===== src/rtl/lc3_fetch_queue_if.sv =====
// Instruction-memory request/response channel between the fetch queue and imem.
// The fetch side drives req/addr and receives ready plus in-order rvalid/rdata.
interface lc3_fetch_queue_if;
   logic        req;
   logic [15:0] addr;
   logic        ready;
   logic        rvalid;
   logic [15:0] rdata;

   modport master (output req, addr, input ready, rvalid, rdata);
   modport slave  (input req, addr, output ready, rvalid, rdata);
endinterface


===== src/rtl/lc3_fetch_queue.sv =====
// LC-3 fetch stage: PC-driven imem requests, small instruction queue, redirect flush.
// Optional LC3_FETCH_STATS_EN adds fetch_count / flush_count outputs.
module lc3_fetch_queue #(
   parameter logic [15:0] RESET_PC    = 16'h3000,
   parameter int          QUEUE_DEPTH = 2
) (
   input  logic                     clock,
   input  logic                     reset,
   lc3_fetch_queue_if.master        imem,
   input  logic                     br_taken,
   input  logic [15:0]              taddr,
   input  logic                     stall,
   output logic                     enable_decode,
   output logic [15:0]              instr_dout,
   output logic [15:0]              npc_out
`ifdef LC3_FETCH_STATS_EN
   ,
   output logic [15:0]              fetch_count,
   output logic [7:0]               flush_count
`endif
);
   localparam int AW = (QUEUE_DEPTH > 1) ? $clog2(QUEUE_DEPTH) : 1;
   localparam int CW = AW + 1;
   localparam int SW = CW + 2;

   logic [15:0]   pc;
   logic [CW-1:0] occ;
   logic [CW-1:0] outstanding;
   logic [CW-1:0] discard;
   logic [AW-1:0] head;
   logic [AW-1:0] tail;
   logic [AW-1:0] af_head;
   logic [AW-1:0] af_tail;
   logic [15:0]   q_instr [QUEUE_DEPTH];
   logic [15:0]   q_npc   [QUEUE_DEPTH];
   logic [15:0]   af_addr [QUEUE_DEPTH];
   logic [SW-1:0] in_use;
   logic          accept;
   logic          resp_drop;
   logic          resp_push;
   logic          pop;

   // Every buffered, in-flight or to-be-discarded slot counts against the depth,
   // which is what guarantees a push never finds the queue full.
   assign in_use        = SW'(occ) + SW'(outstanding) + SW'(discard);
   assign imem.req      = reset && !br_taken && (in_use < SW'(QUEUE_DEPTH));
   assign imem.addr     = pc;
   assign accept        = imem.req && imem.ready;
   assign resp_drop     = imem.rvalid && (discard != '0);
   assign resp_push     = imem.rvalid && (discard == '0) && (outstanding != '0) && !br_taken;
   assign enable_decode = (occ != '0) && !stall && !br_taken;
   assign pop           = enable_decode;
   assign instr_dout    = (occ != '0) ? q_instr[head] : 16'h0000;
   assign npc_out       = (occ != '0) ? q_npc[head]   : 16'h0000;

   always_ff @(posedge clock) begin
      if (!reset) begin
         pc          <= RESET_PC;
         occ         <= '0;
         outstanding <= '0;
         discard     <= '0;
         head        <= '0;
         tail        <= '0;
         af_head     <= '0;
         af_tail     <= '0;
      end else if (br_taken) begin
         // A response landing in this cycle belongs to the old in-flight set.
         pc          <= taddr;
         occ         <= '0;
         head        <= '0;
         tail        <= '0;
         af_head     <= '0;
         af_tail     <= '0;
         outstanding <= '0;
         discard     <= discard + outstanding
                        - CW'(imem.rvalid && ((discard != '0) || (outstanding != '0)));
      end else begin
         if (accept) begin
            pc      <= pc + 16'd1;
            af_tail <= af_tail + AW'(1);
         end
         if (resp_push) begin
            tail    <= tail + AW'(1);
            af_head <= af_head + AW'(1);
         end
         if (resp_drop)
            discard <= discard - CW'(1);
         if (pop)
            head <= head + AW'(1);
         outstanding <= outstanding + CW'(accept) - CW'(resp_push);
         occ         <= occ + CW'(resp_push) - CW'(pop);
      end
   end

   always_ff @(posedge clock) begin
      if (accept)
         af_addr[af_tail] <= pc;
      if (resp_push) begin
         q_instr[tail] <= imem.rdata;
         q_npc[tail]   <= af_addr[af_head] + 16'd1;
      end
   end

`ifdef LC3_FETCH_STATS_EN
   always_ff @(posedge clock) begin
      if (!reset) begin
         fetch_count <= '0;
         flush_count <= '0;
      end else begin
         if (pop)
            fetch_count <= fetch_count + 16'd1;
         if (br_taken && (flush_count != 8'hFF))
            flush_count <= flush_count + 8'd1;
      end
   end
`endif

endmodule

===== src/flat_wrapper.sv =====
// flat-port wrapper written by rule: the top's interface ports become plain ports
module lc3_fetch_queue_flat 
#(
   parameter logic [15:0] RESET_PC    = 16'h3000,
   parameter int          QUEUE_DEPTH = 2
)
  (clock, reset, br_taken, taddr, stall, enable_decode, instr_dout, npc_out, imem_req, imem_addr, imem_ready, imem_rvalid, imem_rdata);
  lc3_fetch_queue_if imem_i ();
  input  logic clock;
  input  logic reset;
  input  logic br_taken;
  input  logic [15:0] taddr;
  input  logic stall;
  output logic enable_decode;
  output logic [15:0] instr_dout;
  output logic [15:0] npc_out;
  output wire logic [$bits(imem_i.req)-1:0] imem_req;
  output wire logic [$bits(imem_i.addr)-1:0] imem_addr;
  input wire logic [$bits(imem_i.ready)-1:0] imem_ready;
  input wire logic [$bits(imem_i.rvalid)-1:0] imem_rvalid;
  input wire logic [$bits(imem_i.rdata)-1:0] imem_rdata;
  assign imem_req = imem_i.req;
  assign imem_addr = imem_i.addr;
  assign imem_i.ready = imem_ready;
  assign imem_i.rvalid = imem_rvalid;
  assign imem_i.rdata = imem_rdata;
  lc3_fetch_queue #(.RESET_PC(RESET_PC), .QUEUE_DEPTH(QUEUE_DEPTH)) u_core (.clock(clock), .reset(reset), .imem(imem_i), .br_taken(br_taken), .taddr(taddr), .stall(stall), .enable_decode(enable_decode), .instr_dout(instr_dout), .npc_out(npc_out));
endmodule

===== config.mk =====
export PLATFORM = sky130hd
export DESIGN_NAME = lc3_fetch_queue_flat
export DESIGN_NICKNAME = d
export VERILOG_FILES = /design/src/rtl/lc3_fetch_queue_if.sv /design/src/rtl/lc3_fetch_queue.sv /design/src/flat_wrapper.sv
export SDC_FILE = /design/constraint.sdc
export NUM_CORES = 1
export LEC_CHECK = 0
export CORE_ASPECT_RATIO = 1.5
export CORE_UTILIZATION = 54
export CTS_BUF_LIST = sky130_fd_sc_hd__clkbuf_16
export DETAILED_ROUTE_END_ITERATION = 8
export GPL_ROUTABILITY_DRIVEN = 0
export PLACE_DENSITY = 0.84
export SETUP_SLACK_MARGIN = 0.2
export SYNTH_ARGS = -nofsm -noshare
export SYNTH_HDL_FRONTEND = slang
export SYNTH_SLANG_ARGS = --single-unit

===== constraint.sdc =====
create_clock -name clock -period 5.07 [get_ports clock]
set_input_delay 0.7605 -clock clock [delete_from_list [all_inputs] [get_ports clock]]
set_output_delay 0.7605 -clock clock [all_outputs]
set_load 0.05 [all_outputs]

==> results.json, run 1 <==
{
  "cts_tree": "built",
  "fin_setup_tns_ps": 0,
  "hold_buffers": 0,
  "powerDensity_mw_per_mm2": 374.0,
  "hold_class": "reg2reg",
  "cp_data_required_time_ps": 4310,
  "grtUsageTotal_pct": 22.02,
  "fillerInstances": 688,
  "tightest_slew_ps": 966.5,
  "yosysSeqAreaShare_pct": 61.44,
  "p_leak_nw": 2.410,
  "maxCapViolations": 0,
  "crit_family": "adder cells",
  "die_area_mm2": 0.01080,
  "slew_headroom_pct": 35.56,
  "maxSlewViolCount": 0,
  "worstPathCellList": "ha_1 -> fa_1 -> inv_1 -> fa_1 -> nor2_1 -> a31o_1 -> and3_1 -> clkdlybuf4s50_1",
  "cts-htree-levels": 4,
  "layout_commonest_cell": "edfxtp_1",
  "critPathMaxStageDelay_ps": 800,
  "ys_async_sr_fraction_pct": 0,
  "drt_iter0_markers": 276,
  "slowest_stage": "clkdlybuf4s50_1",
  "dr_wl_met3_um": 659,
  "skew_ps": 6.476,
  "drive_gt1_share_pct": 7.554,
  "cp.arrival_ps": 3560,
  "cts_setup_buffers": 0,
  "vdd_ir_drop_max_mv": 0.2404,
  "fmax_mhz": 231.5,
  "nets": 593,
  "dr.pass1.iters": 5,
  "overflow": 0,
  "path_common_cell": "fa_1",
  "drt_wl_total_um": 10890,
  "clock_path_buffers": 2,
  "io_pins": 88,
  "antenna_found_initial": 0,
  "dieHeight_um": 126.8,
  "dp.final_hpwl_um": 7469,
  "yosysTopAreaCell": "edfxtp_1",
  "seqCellArea_mm2": 0.003445,
  "synth_cells": 450,
  "final-hold-violation-count": 0,
  "path_clk_slew_ps": 50,
  "cts.sinks": 124,
  "crit_path_max_fanout": 9,
  "cts_buffers": 17,
  "synth_top_area_share_pct": 51.44,
  "wl_met1_um": 4228,
  "routed.top_layer": "met4",
  "syn_nets": 500,
  "area_growth_syn_to_layout_pct": 28.13,
  "endpoint_kind": "primary output",
  "yosys_warnings": 0,
  "cp-start-kind": "flop",
  "route.met2.wl_um": 5759,
  "synth_edf_count": 96,
  "dpl_worst_slack_ps": 1237,
  "synth_top_flop_cell": "edfxtp_1",
  "multi_input_area_mm2": 0.002038,
  "grt_setup_unrepaired": "no",
  "status": "finished clean",
  "vias": 3821,
  "insertedDiodeCount": 0,
  "cts-root-buf": "clkbuf_16",
  "rows": 45,
  "synth.area.top_cells": "edfxtp_1, dfxtp_1, mux2i_1",
  "synth_cell_types": 56,
  "buffer_ports.inserted": 87,
  "drc_errors": 0,
  "cp.buffers_inverters": 2,
  "coreArea_mm2": 0.01013,
  "avgViaCountPerCell": 5.678,
  "synth_area_mm2": 0.005604,
  "die_w_um": 85.18,
  "crit_type": "reg2out",
  "final.min_clock_period_ps": 4320,
  "grt_max_degree": 36,
  "fin_crit_sh_pct": 85.21,
  "ys_ff_latch": 124,
  "start_util_pct": 55.30,
  "finalSetupViolations": 0,
  "insertion_delay_ps": 400,
  "antenna_left": 0,
  "ctsResizeCount": 0,
  "layout_setup_ws_ps": 749.8,
  "wl_per_cell_um": 16.18,
  "syn_area_per_cell_um2": 12.45,
  "final_cell_mix": "edfxtp_1, clkdlybuf4s50_1, nor2_1",
  "grt_pass1_wl_um": 18450,
  "grt_pass1_vias": 3884
}
==> cells in the mapped netlist (4+ instances only) <==
cell,instances
inv_1,14
dfxtp_1,28
mux2i_1,44
and3_1,5
nand2b_1,4
and2_1,6
a31oi_1,7
xor2_1,16
o21ai_0,9
clkbuf_1,9
nand3_1,11
ha_1,10
edfxtp_1,96
nor2_1,56
xnor2_1,16
nor2b_1,4
nand4_1,10
nor3_1,8
nand2_1,23
a21oi_1,13
buf_2,5
==> power breakdown <==
group / internal [W] / total, W / switching [W]
registers: 0.00114 / 0.00118 / 0.0000348
logic: 0.000129 / 0.000319 / 0.000189
clock network: 0.000803 / 0.00119 / 0.000386
==> metal layers <==
metal / GRT usage (%) / up-vias
li1: - / 1852
met1: 24.50 / 1784
met2: 39.33 / 164
met3: 5.791 / 21
met4: 9.472 / 0
met5: 0 / -
==> logic make-up after synthesis <==
kind of cell    after synthesis  synth area share, %
simple gates                148                13.22
flops                       124                61.44
compound gates               56                6.810
mux                          46                8.261
xor+xnor                     32                5.001
buf+inv                      32                2.322
fa+ha+maj                    12                2.947
==> final timing paths <==
check | start | end | slack (ps) | cells after the start
min | u_core.af_head | u_core.af_head | 510 | 2
max reg2reg | u_core.outstanding[0] | u_core.af_addr[1][3] | 1780 | 7
max | u_core.outstanding[0] | imem_req | 750 | 8
min reg2reg | u_core.af_head | u_core.af_head | 510 | 2
==> layout make-up <==
class	instances	share of cell area [%]
Sequential cell	124	47.97
Multi-Input combinational cell	294	28.38
Timing Repair Buffer	92	12.65
Clock buffer	17	5.924
Clock inverter	15	2.300
Tap cell	117	2.039
Inverter	14	0.7318
==> registers in the layout (all words and copies together) (netlist names), named ones only <==
name,cells
u_core.imem.addr,16
u_core.tail,1
u_core.head,1
u_core.af_head,1
u_core.discard,2
u_core.q_instr,32
u_core.af_tail,1
u_core.af_addr,32
u_core.q_npc,32
u_core.outstanding,2
u_core.occ,2
==> tightest hold or removal path: stages, from the launching register on <==
cell and delay [ps]:
dfxtp_1 320, xor2_1 80, nor2_1 70
==> stage by stage <==
stage	hold WS (ps)	instance area (µm²)	power, W	utilization [%]	cells
2_1_floorplan	472.5	5604	0.001403	-	450
3_3_place_gp	488.0	6590	0.001500	65.02	641
3_5_place_dp	495.0	6590	0.001513	65.02	641
4_1_cts	513.8	7181	0.002702	70.85	673
5_1_grt	557.5	7181	0.002787	70.85	673
6_report	507.4	7181	0.002686	70.85	673
No activity file was read; power rests on OpenSTA's default activity.
==> run 2: changes to the inputs <==
SLEW_MARGIN = 20   (was not set)
==> results of run 2 <==
Same layout as run 1: the final DEF is identical, and so are final timing and power.
==> run 3: changes to the inputs <==
clock period = 4.7 ns   (was 5.07 ns; I/O delays follow)
==> results.json, run 3 (same netlist as run 1, synthesis figures left out) <==
{
  "intPower_w": 0.002238,
  "buffer_ports.inserted": 87,
  "reg_top3": "u_core.af_addr x32, u_core.q_instr x32, u_core.q_npc x32",
  "avgViaCountPerCell": 5.802,
  "worstReg2RegStart": "u_core.outstanding[0]",
  "area_growth_syn_to_layout_pct": 28.20,
  "p_sw_w": 0.0006629,
  "tightest_slew_ps": 972.7,
  "cp-start-kind": "flop",
  "skew_ps": 8.748,
  "dpl.cell_count": 642,
  "swShare_pct": 22.86,
  "powerDensity_mw_per_mm2": 403.7,
  "ctsResizeCount": 0,
  "placed_cell_area_mm2": 0.006598,
  "finalSetupViolations": 0,
  "cts_setup_buffers": 0,
  "clock_path_buffers": 2,
  "drt_wl_total_um": 11140,
  "holdPathStages": 2,
  "fin_crit_sh_pct": 89.99,
  "start_util_pct": 55.30,
  "final_cells": 673,
  "grt_setup_unrepaired": "no",
  "total_power_w": 0.002901,
  "final-hold-violation-count": 0,
  "grtUsageTotal_pct": 21.87,
  "drive_gt1_share_pct": 7.734,
  "insertedDiodeCount": 0,
  "r2r_cells": 7,
  "dr.pass1.iters": 5,
  "slew_headroom_pct": 35.15,
  "p_comb_share_pct": 11.9,
  "cp.arrival_ps": 3520,
  "cts_buffers": 17,
  "antenna_found_initial": 0,
  "r2r_setup_slack_ps": 1370,
  "hold_class": "reg2reg",
  "drt_iter0_markers": 292,
  "vdd_ir_drop_max_mv": 0.2840,
  "coreArea_mm2": 0.01013,
  "cts-root-buf": "clkbuf_16",
  "die_w_um": 85.18,
  "grt_pass1_vias": 4061,
  "hold_buffers": 0,
  "hold-worst-slack_ps": 521.7,
  "die_area_mm2": 0.01080,
  "rows": 45,
  "crit_path_max_fanout": 9,
  "r2r_end": "u_core.af_addr[1][0]",
  "crit_type": "reg2out",
  "dp.final_hpwl_um": 7361,
  "path_clk_slew_ps": 60,
  "clockPowerShare_pct": 44.2,
  "grt_max_degree": 36,
  "maxSlewViolCount": 0,
  "final_cell_mix": "edfxtp_1, clkdlybuf4s50_1, nor2_1",
  "endpoint_kind": "primary output",
  "p_leak_nw": 2.406,
  "cts-htree-levels": 4,
  "drc_errors": 0,
  "nets": 594,
  "final.min_clock_period_ps": 4230,
  "cts.sinks": 124,
  "fmax_mhz": 236.4,
  "io_pins": 88,
  "worstHoldStart": "u_core.head",
  "fin_setup_tns_ps": 0,
  "vias": 3905,
  "antenna_left": 0,
  "wl_per_cell_um": 16.55,
  "status": "finished clean",
  "insertion_delay_ps": 400,
  "cts_tree": "built",
  "maxCapViolations": 0,
  "grt_pass1_wl_um": 18420,
  "p_seq_share_pct": 43.8,
  "overflow": 0,
  "final_area_mm2": 0.007184,
  "cp_data_required_time_ps": 3990,
  "dieHeight_um": 126.8,
  "layout_commonest_cell": "edfxtp_1"
}
==> run 3: cell types whose count changed in the layout (fill, tap and decap cells not counted) <==
cell	previous run	this run
inv_1	19	17
clkinv_1	3	4
buf_4	5	6
==> run 3: worst max-delay path by stage <==
stage                           end             startpoint  cells past startpoint  slack, ps
3_5_place_dp               imem_req  u_core.outstanding[0]                      8        920
4_1_cts                    imem_req  u_core.outstanding[0]                      8        470
2_1_floorplan  u_core.q_instr[0][0]               br_taken                      3        880
6_report                   imem_req  u_core.outstanding[0]                      8        470
3_3_place_gp               imem_req  u_core.outstanding[0]                      8        980
5_1_grt                    imem_req  u_core.outstanding[0]                      8        240
==> run 3: metrics by stage <==
| step | util (%) | setup WS, ps |
|---|---|---|
| 2_1_floorplan | - | 876.5 |
| 3_3_place_gp | 65.10 | 977.5 |
| 3_5_place_dp | 65.10 | 919.0 |
| 4_1_cts | 70.89 | 466.6 |
| 5_1_grt | 70.89 | 235.2 |
| 6_report | 70.89 | 470.4 |
==> run 3: final cells by class <==
class	count	area, µm²
Inverter	14	52.55
Sequential cell	124	3445
Tap cell	117	146.4
Fill cell	662	2950
Timing Repair Buffer	93	915.9
Clock inverter	14	161.4
Clock buffer	17	425.4
Multi-Input combinational cell	294	2038
==> run 3: per-layer routing <==
layer  vias up  global-route usage [%]  routed length [µm]
li1       1848                       -                   -
met1      1861                   23.55                4330
met2       172                   39.42                5926
met3        24                   5.530                 637
met4         0                   10.77                 246
met5         -                       0                   0
==> run 3: power by group through the flow <==
| stage | registers [W] | logic [W] | clock network (W) |
|---|---|---|---|
| 6_report | 0.00127 | 0.000347 | 0.00128 |
| 5_1_grt | 0.00127 | 0.000379 | 0.00135 |
| 3_5_place_dp | 0.00129 | 0.000342 | 0 |
| 4_1_cts | 0.00127 | 0.000346 | 0.00130 |
| 3_3_place_gp | 0.00129 | 0.000330 | 0 |
| 2_1_floorplan | 0.00131 | 0.000201 | 0 |
==> run 3: worst max-delay path, cell delays in order (launching register included) <==
cell and delay [ps]:
dfxtp_1 340, ha_1 230, fa_1 580, inv_1 70
fa_1 400, nor2_1 140, a31o_1 340, and3_1 210
clkdlybuf4s50_1 800
